## src/rtl/uart_pkg.sv

```systemverilog
// uart_pkg: shared types and constants for uart_resp_tx; UART_RESP_TX_CHECKSUM_EN selects the 6-byte frame.
package uart_pkg;
  localparam logic [7:0] UART_SYNC_BYTE = 8'hA5;
`ifdef UART_RESP_TX_CHECKSUM_EN
  localparam int FRAME_BYTES = 6;
`else
  localparam int FRAME_BYTES = 5;
`endif
  localparam int IDX_W = $clog2(FRAME_BYTES);
  typedef enum logic [1:0] {F_IDLE, F_LOAD, F_WAIT} frame_state_t;
  typedef enum logic [1:0] {S_IDLE, S_START, S_DATA, S_STOP} ser_state_t;
  function automatic logic [7:0] resp_checksum(input logic [7:0] cmd, input logic [7:0] status, input logic [15:0] data);
    return cmd ^ status ^ data[15:8] ^ data[7:0];
  endfunction
endpackage

```

## src/rtl/uart_tx_byte.sv

```systemverilog
// uart_tx_byte: 8N1 LSB-first byte serialiser with baud counter; accepts a new byte on the last stop cycle.
module uart_tx_byte
  import uart_pkg::*;
#(
  parameter int CLKS_PER_BIT = 200
) (
  input  logic       clk,
  input  logic       rst_n,
  input  logic       start,
  input  logic [7:0] data,
  output logic       tx,
  output logic       done
);
  localparam int CW = $clog2(CLKS_PER_BIT);
  ser_state_t state;
  logic [CW-1:0] cnt;
  logic [2:0] bit_cnt;
  logic [7:0] sh;
  logic last;
  assign last = cnt == CW'(CLKS_PER_BIT - 1);
  // done leads the final stop cycle by one so the frame's next LOAD lands on that cycle
  always_ff @(posedge clk) begin
    if (!rst_n) begin
      state <= S_IDLE;
      tx <= 1'b1;
      done <= 1'b0;
      cnt <= '0;
      bit_cnt <= '0;
      sh <= '0;
    end else begin
      cnt <= (state == S_IDLE || last) ? '0 : cnt + 1'b1;
      done <= state == S_STOP && cnt == CW'(CLKS_PER_BIT - 3);
      if (start && (state == S_IDLE || (state == S_STOP && last))) begin
        state <= S_START;
        tx <= 1'b0;
        sh <= data;
      end else if (last) begin
        case (state)
          S_START: begin
            state <= S_DATA;
            tx <= sh[0];
            sh <= sh >> 1;
            bit_cnt <= '0;
          end
          S_DATA: begin
            state <= bit_cnt == 3'd7 ? S_STOP : S_DATA;
            tx <= bit_cnt == 3'd7 ? 1'b1 : sh[0];
            sh <= sh >> 1;
            bit_cnt <= bit_cnt + 1'b1;
          end
          default: state <= S_IDLE;
        endcase
      end
    end
  end
endmodule

```

## src/rtl/uart_resp_tx.sv

```systemverilog
// uart_resp_tx: frames a response (sync, cmd, status, data, optional XOR checksum via UART_RESP_TX_CHECKSUM_EN) and sends it 8N1.
module uart_resp_tx
  import uart_pkg::*;
#(
  parameter int CLK_FREQ_HZ = 100000000,
  parameter int BAUD_RATE = 500000,
  parameter logic [7:0] SYNC_BYTE = UART_SYNC_BYTE
) (
  input  logic        clk,
  input  logic        rst_n,
  input  logic        msg_valid,
  output logic        msg_ready,
  input  logic [7:0]  msg_cmd,
  input  logic [7:0]  msg_status,
  input  logic [15:0] msg_data,
  output logic        uart_tx,
  output logic        busy
);
  localparam int CLKS_PER_BIT = CLK_FREQ_HZ / BAUD_RATE;
  localparam logic [IDX_W-1:0] LAST_IDX = IDX_W'(FRAME_BYTES - 1);
  frame_state_t state;
  logic [IDX_W-1:0] idx;
  logic [FRAME_BYTES*8-1:0] frame;
  logic done;
  logic accept;
  assign accept = msg_valid && msg_ready;
  uart_tx_byte #(.CLKS_PER_BIT(CLKS_PER_BIT)) u_tx (
    .clk   (clk),
    .rst_n (rst_n),
    .start (state == F_LOAD),
    .data  (frame[FRAME_BYTES*8-1 -: 8]),
    .tx    (uart_tx),
    .done  (done)
  );
  // frame shifts left one byte per LOAD so the current byte is always the top one
  always_ff @(posedge clk) begin
    if (!rst_n) begin
      state <= F_IDLE;
      idx <= '0;
      frame <= '0;
      busy <= 1'b0;
      msg_ready <= 1'b0;
    end else begin
      case (state)
        F_IDLE: begin
          busy <= accept;
          msg_ready <= !accept;
          if (accept) begin
            state <= F_LOAD;
            idx <= '0;
`ifdef UART_RESP_TX_CHECKSUM_EN
            frame <= {SYNC_BYTE, msg_cmd, msg_status, msg_data, resp_checksum(msg_cmd, msg_status, msg_data)};
`else
            frame <= {SYNC_BYTE, msg_cmd, msg_status, msg_data};
`endif
          end
        end
        F_LOAD: state <= F_WAIT;
        F_WAIT: if (done) begin
          state <= idx == LAST_IDX ? F_IDLE : F_LOAD;
          idx <= idx + 1'b1;
          frame <= frame << 8;
        end
        default: state <= F_IDLE;
      endcase
    end
  end
endmodule

```

## config.mk

```make
export PLATFORM = sky130hd
export DESIGN_NAME = uart_resp_tx
export DESIGN_NICKNAME = d
export VERILOG_FILES = /design/src/rtl/uart_pkg.sv /design/src/rtl/uart_tx_byte.sv /design/src/rtl/uart_resp_tx.sv
export SDC_FILE = /design/constraint.sdc
export NUM_CORES = 1
export LEC_CHECK = 0
export CORE_UTILIZATION = 59
export CTS_CLUSTER_DIAMETER = 40
export DETAILED_ROUTE_END_ITERATION = 7
export PLACE_DENSITY_LB_ADDON = 0.08
export SETUP_SLACK_MARGIN = 0.5
export SYNTH_ARGS = -nofsm -noshare
export SYNTH_HDL_FRONTEND = slang
export SYNTH_SLANG_ARGS = --single-unit
export TNS_END_PERCENT = 1
```

## constraint.sdc

```tcl
create_clock -name clk -period 4.3 [get_ports clk]
set_clock_uncertainty 0.1 [all_clocks]
set_input_delay 0.645 -clock clk [delete_from_list [all_inputs] [get_ports clk]]
set_output_delay 0.645 -clock clk [all_outputs]
set_load 0.005 [all_outputs]
```

==> results of run 1 <==
where the power goes:
group          total (mW)  leakage (nW)  internal, mW  switching, mW
sequential          0.706         0.570         0.683         0.0228
clock               0.598         0.116         0.358          0.240
combinational       0.145         0.694        0.0703         0.0748
per-stage QoR:
step                setup slack, ns  cells  instance area, µm²
floorplan                     2.573    343                3020
global placement              1.558    424                3362
detailed placement            1.473    424                3362
CTS                           1.840    440                3595
global route                  1.593    440                3595
finish                        1.839    440                3595
how the worst max path moves through the flow:
stage,start,end,slack [ns],cells past startpoint
2_1_floorplan,u_tx.cnt[0]$_SDFF_PP0_,u_tx.tx$_SDFFE_PN1P_,2.57,6
3_3_place_gp,msg_valid,frame[8]$_SDFFE_PN0P_,1.56,5
3_5_place_dp,msg_valid,frame[22]$_SDFFE_PN0P_,1.47,5
4_1_cts,msg_valid,frame[24]$_SDFFE_PN0P_,1.84,5
5_1_grt,msg_valid,frame[22]$_SDFFE_PN0P_,1.59,5
6_report,msg_valid,frame[22]$_SDFFE_PN0P_,1.84,5
state kept, by name (all words and copies together) (netlist names):
signal and cells:
idx 3, u_tx.tx 1, u_tx.cnt 8, busy 1, frame 40, u_tx.bit_cnt 3, u_tx.state 2, state 2
u_tx.sh 8, u_tx.done 1, msg_ready 1
metal layers:
metal,vias to the layer above,track usage [%]
met5,-,0
met4,0,16.24
met3,11,4.115
met2,67,40.88
met1,1130,27.16
li1,1261,-
layout by cell type, fill, tap and decap left out, drive strengths merged, types with 2 or more instances in the layout:
| master | count |
|---|---|
| inv | 8 |
| clkdlybuf4s50 | 37 |
| a21oi | 17 |
| and4 | 3 |
| mux2i | 8 |
| nand2 | 56 |
| ha | 9 |
| o31ai | 7 |
| a22oi | 8 |
| nand2b | 2 |
| a22o | 5 |
| bufinv | 2 |
| or3 | 3 |
| xnor2 | 2 |
| nor2b | 2 |
| dfxtp | 70 |
| nor3 | 9 |
| o21ai | 9 |
| and3 | 4 |
| nor2 | 49 |
| clkbuf | 11 |
| and2 | 2 |
| a21o | 2 |
| clkinv | 2 |
| xor2 | 4 |
| a311oi | 25 |
| nand3 | 5 |
worst max-delay path, stage by stage:
cell and delay (ns):
clkdlybuf4s50_1 0.54, nand3b_4 0.11, a21oi_4 0.91, nor2_1 0.11
a311oi_1 0.28
area by class of cell:
cell class	count	share of cell area (%)
clock inverters	5	2.262
clock buffers	11	4.212
repair buffers	38	10.51
multi-input cells	241	40.86
well taps	67	2.332
flip-flops and latches	70	38.98
inverters	8	0.8354
logic make-up (layout without fill, tap and decap cells):
logic type	Yosys count	count (layout)	share of synthesized area [%]
buf+inv	32	62	4.971
xor+xnor	6	6	1.740
compound gates	77	77	18.72
fa+ha+maj	9	9	3.728
flops	70	70	46.40
mux	8	8	2.651
simple gates	141	141	21.79
==> metrics.txt, run 1 <==
status finished clean; Vert. Die Dim 73.55 µm; worst-path maximum fanout 53; Clock Latency Late Sink 0.34 ns; P_leak 1.380 nW; ys async rst share 0%; Warnings, synthesis 0; post_cts resized 0; Ports 38; Crit Reg-Reg Startpoint u_tx.cnt[0]$_SDFF_PP0_; Slew Viols, Final 0; GRT Total Usage 23.92%; final period utilization 57.24%; first drt pass iteration count 4; RSZ-0062 raised after global routing false; met2 wire length 2.991 mm; Hold Buf Count CTS 0; via count 2469; initial DRC count 150; fin crit period 2.461 ns; kind of start point of the critical path input port; Hold Vio Cnt, Final 0; Vias/cell 5.611; post-layout util 74.62%; H-tree Lvls 3; Seq cells post-synth 70; Slew HR 21.91%; fillers 370; DP Wirelength 3.937 mm; Netlist cell types 45; Top FF cell, synth dfxtp_1; WL/cell 13.53 µm; Buffers on Ports 37; largest net degree at the start of global routing 54; CTS tree done; Worst Path Arrival 2.61 ns; Post-CTS Setup Inserts 0; Reg2Reg Depth 5; Die Wd 73.55 µm; Post-synth EDFFs 0; Worst Setup Path Type input port to flop; Slew @ Worst Pin 1.169 ns; CTS root buffer clkbuf_8; hold depth 1; Final Wtd Congestion 0.7738; Mapped Area 3020 µm²; register area share after synthesis 46.40%; # diodes 0; first-pass GRT wire length 9.715 mm; Hold Path Sink u_tx.cnt[0]$_SDFF_PP0_; final setup violation count 0; Highest Signal Layer met4; Longest Clk Path Bufs 2; Syn Inst Count 343; Synth top area share 46.40%; total power 1.449 mW; Hold WC Path Type flop to flop; Hold WS 0.3726 ns; P&R area growth vs syn 19.01%; DRC violation count after routing 0; setup tns final 0 ns; share of layout cells above drive strength 1 6.702%; syn nets 387; most common cell in the netlist dfxtp_1; vias in the first global route 2273; Setup crit end kind flop; Worst R2R Setup Slack 1.96 ns; Reg clk slew, reported paths 0.07 ns; most frequent cells after synthesis 70 x dfxtp_1, 55 x nand2_1, 49 x nor2_1; max-capacitance violation count 0; Initial Utilization 62.70%; Req. time, crit path 4.45 ns; Power per Cell Area 403.1 nW/µm²; area occupied by multi-input gates 1469 µm²; Hold Path Origin u_tx.cnt[0]$_SDFF_PP0_; met1 WL 2.591 mm; antenna violations before repair 0; dominant cell type by area after synthesis dfxtp_1; met3 wire length 220 µm; Overflow after GRT 0; reg-to-reg endpoint u_tx.state[0]$_SDFFE_PN0P_; Die ar. 5410 µm²; register area 1401 µm²; CTS buffer count 9; worst vdd ir 0.2582 mV; Achievable Freq 406.3 MHz; CTS Sinks 70; Final ANT Viol Nets 0; drt total wl 5.952 mm; fin nets 412; CORE AREA 4817 µm²; Avg Inst Size Synth 8.806 µm²; row count 25; ranking of synthesized cells by area dfxtp_1 46%, a311oi_1 7.2%, nand2_1 6.8%, nor2_1 6.1%, ha_1 3.7%
Note: power is estimated with default switching activity, not from simulation.
==> inputs of run 2 (changes only) <==
--- a/config.mk
+++ b/config.mk
@@ -5,7 +5,7 @@
 export SDC_FILE = /design/constraint.sdc
 export NUM_CORES = 1
 export LEC_CHECK = 0
-export CORE_UTILIZATION = 59
+export CORE_UTILIZATION = 55
 export CTS_CLUSTER_DIAMETER = 40
 export DETAILED_ROUTE_END_ITERATION = 7
 export PLACE_DENSITY_LB_ADDON = 0.08
==> constraint.sdc (replaced) <==
create_clock -name clk -period 2.6 [get_ports clk]
set_clock_uncertainty 0.1 [all_clocks]
set_input_delay 0.39 -clock clk [delete_from_list [all_inputs] [get_ports clk]]
set_output_delay 0.39 -clock clk [all_outputs]
set_load 0.005 [all_outputs]
==> run 2 against run 1 <==
Global-route usage down 2.0 points. Largest power group unchanged. Worst setup slack got worse by 1.1 ns. Wire length down 1.6%. Power increased by 49%. Die area grew 7.1%.
==> metrics.txt, run 2 (same netlist as run 1, synthesis figures left out) <==
fin crit period 1.897 ns; WL/cell 13.01 µm (-3.8%); Overflow after GRT 0 (unchanged); Achievable Freq 527.0 MHz; Reg clk slew, reported paths 0.07 ns (about the same); Initial Utilization 58.03% (-4.7 points); DP Wirelength 4.043 mm (+2.7%); Ports 38 (unchanged); Worst path slowest cell dfxtp_1; most common cell after layout, fill and taps aside dfxtp_1; CTS Sinks 70 (unchanged); max-capacitance violation count 0 (unchanged); Post-CTS Setup Inserts 0 (unchanged); first-pass GRT wire length 10.09 mm (+3.9%); H-tree Lvls 3 (unchanged); Worst Setup Path Type flop to flop; commonest cells after routing, fill and taps aside 70 x dfxtp_1, 55 x nand2_1, 49 x nor2_1; fin nets 419 (+1.7%); worst vdd ir 0.4287 mV (+66%); Die ar. 5792 µm² (+7.1%); P_leak 1.394 nW (+1.0%); Vias/cell 5.507 (-1.9%); final worst setup slack 0.7025 ns (-1.136 ns); worst-path maximum fanout 12 (-77%); status finished clean; GRT Total Usage 21.88% (-2.0 points); final period utilization 72.98%; RSZ-0062 raised after global routing false; Die Wd 76.11 µm (+3.5%); drt total wl 5.855 mm (-1.6%); Vert. Die Dim 76.11 µm (+3.5%); antenna violations before repair 0 (unchanged); Clock Latency Late Sink 0.34 ns (about the same); initial DRC count 65 (-57%); CTS buffer count 9 (unchanged); row count 26 (+4.0%); Buffers on Ports 37 (unchanged); Top reg by flops frame; first drt pass iteration count 4 (unchanged); Power per Cell Area 598.8 nW/µm² (+49%); largest net degree at the start of global routing 54 (unchanged); CTS root buffer clkbuf_8; Hold WC Path Type flop to flop; # diodes 0 (unchanged); CP Cell Sequence ha_1, and4_4, a21oi_1, buf_4, or2_1, and3_1; Slew @ Worst Pin 0.5497 ns (-0.6190 ns); Worst Path Arrival 2.03 ns (-0.58 ns); Setup crit end kind flop; DRC violation count after routing 0 (unchanged); setup tns final 0 ns (unchanged); Slew Viols, Final 0 (unchanged); DP Worst Slack 0.5231 ns (-0.9496 ns); Final ANT Viol Nets 0 (unchanged); Slew HR 63.30% (+41 points); fillers 459 (+24%); final setup violation count 0 (unchanged); Final Wtd Congestion 0.8025 (+3.7%); kind of start point of the critical path flop; Hold Vio Cnt, Final 0 (unchanged); Worst R2R Setup Slack 0.70 ns (-1.26 ns); CORE AREA 5205 µm² (+8.1%); CTS tree done; P&R area growth vs syn 19.22%; biggest regs frame (40), u_tx.cnt (8), u_tx.sh (8); via count 2478 (+0.36%); Req. time, crit path 2.73 ns (-1.72 ns); Crit path largest cell delay 0.37 ns (-0.54 ns); Hold WS 0.3641 ns (-0.008558 ns); share of layout cells above drive strength 1 8.421% (+1.7 points); max reg flops 40 (unchanged); vias in the first global route 2223 (-2.2%); Longest Clk Path Bufs 2 (unchanged)
==> run 2: where the power goes <==
part / switching, mW / internal (mW) / leakage (nW) / total, mW
sequential: 0.0353 / 1.13 / 0.570 / 1.17
clock: 0.379 / 0.364 / 0.0926 / 0.742
combinational: 0.124 / 0.125 / 0.731 / 0.249
total: 0.538 / 1.62 / 1.39 / 2.16
==> run 2: critical path, delay by kind of cell, from the launching register on <==
kind                       cells  cell delay, ns
AOI/OAI and AO/OA              1            0.07
adders and majority gates      1            0.25
buffers and inverters          1            0.18
DFF                            1            0.37
and+or+nand+nor                3            0.81
==> run 2: metal layers <==
| metal | vias to the layer above | part of all wire, % | track usage [%] |
|---|---|---|---|
| li1 | 1277 | - | - |
| met1 | 1147 | 48 | 26.59 |
| met2 | 47 | 47 | 36.36 |
| met3 | 7 | 4.1 | 7.186 |
| met4 | 0 | 1.2 | 7.500 |
| met5 | - | 0 | 0 |
==> run 2: area by class of cell <==
class	count	area [µm²]	area share, %
well taps	70	87.58	2.432
flip-flops and latches	70	1401	38.92
clock inverters	5	25.02	0.6949
repair buffers	45	442.9	12.30
multi-input cells	241	1473	40.90
clock buffers	11	141.4	3.926
inverters	8	30.03	0.8339
==> run 2: path summary, 6_finish.rpt <==
kind | end | cells past startpoint | start
setup reg to reg | u_tx.state[1]$_SDFFE_PP0P_ | 6 | u_tx.cnt[0]$_SDFF_PP0_
hold / removal | u_tx.tx$_SDFFE_PN1P_ | 1 | u_tx.tx$_SDFFE_PN1P_
hold reg to reg | u_tx.tx$_SDFFE_PN1P_ | 1 | u_tx.tx$_SDFFE_PN1P_
setup / recovery | u_tx.state[1]$_SDFFE_PP0P_ | 6 | u_tx.cnt[0]$_SDFF_PP0_
==> run 2: timing repair <==
action                                  4_1_cts  5_1_grt
gates resized for setup                       1        1
hold buffers                                  0        0
hold endpoints to repair                      0        0
endpoints found under the setup margin        1        1
==> run 2: stage by stage <==
step | instance area, µm² | power (mW) | cells | utilization (%)
after floorplan | 3020 | 1.339 | 343 | -
after global placement | 3431 | 1.433 | 434 | 65.91
final | 3601 | 2.156 | 450 | 69.18
after CTS | 3601 | 2.179 | 450 | 69.18
after detailed placement | 3431 | 1.438 | 434 | 65.91
after global routing | 3601 | 2.273 | 450 | 69.18
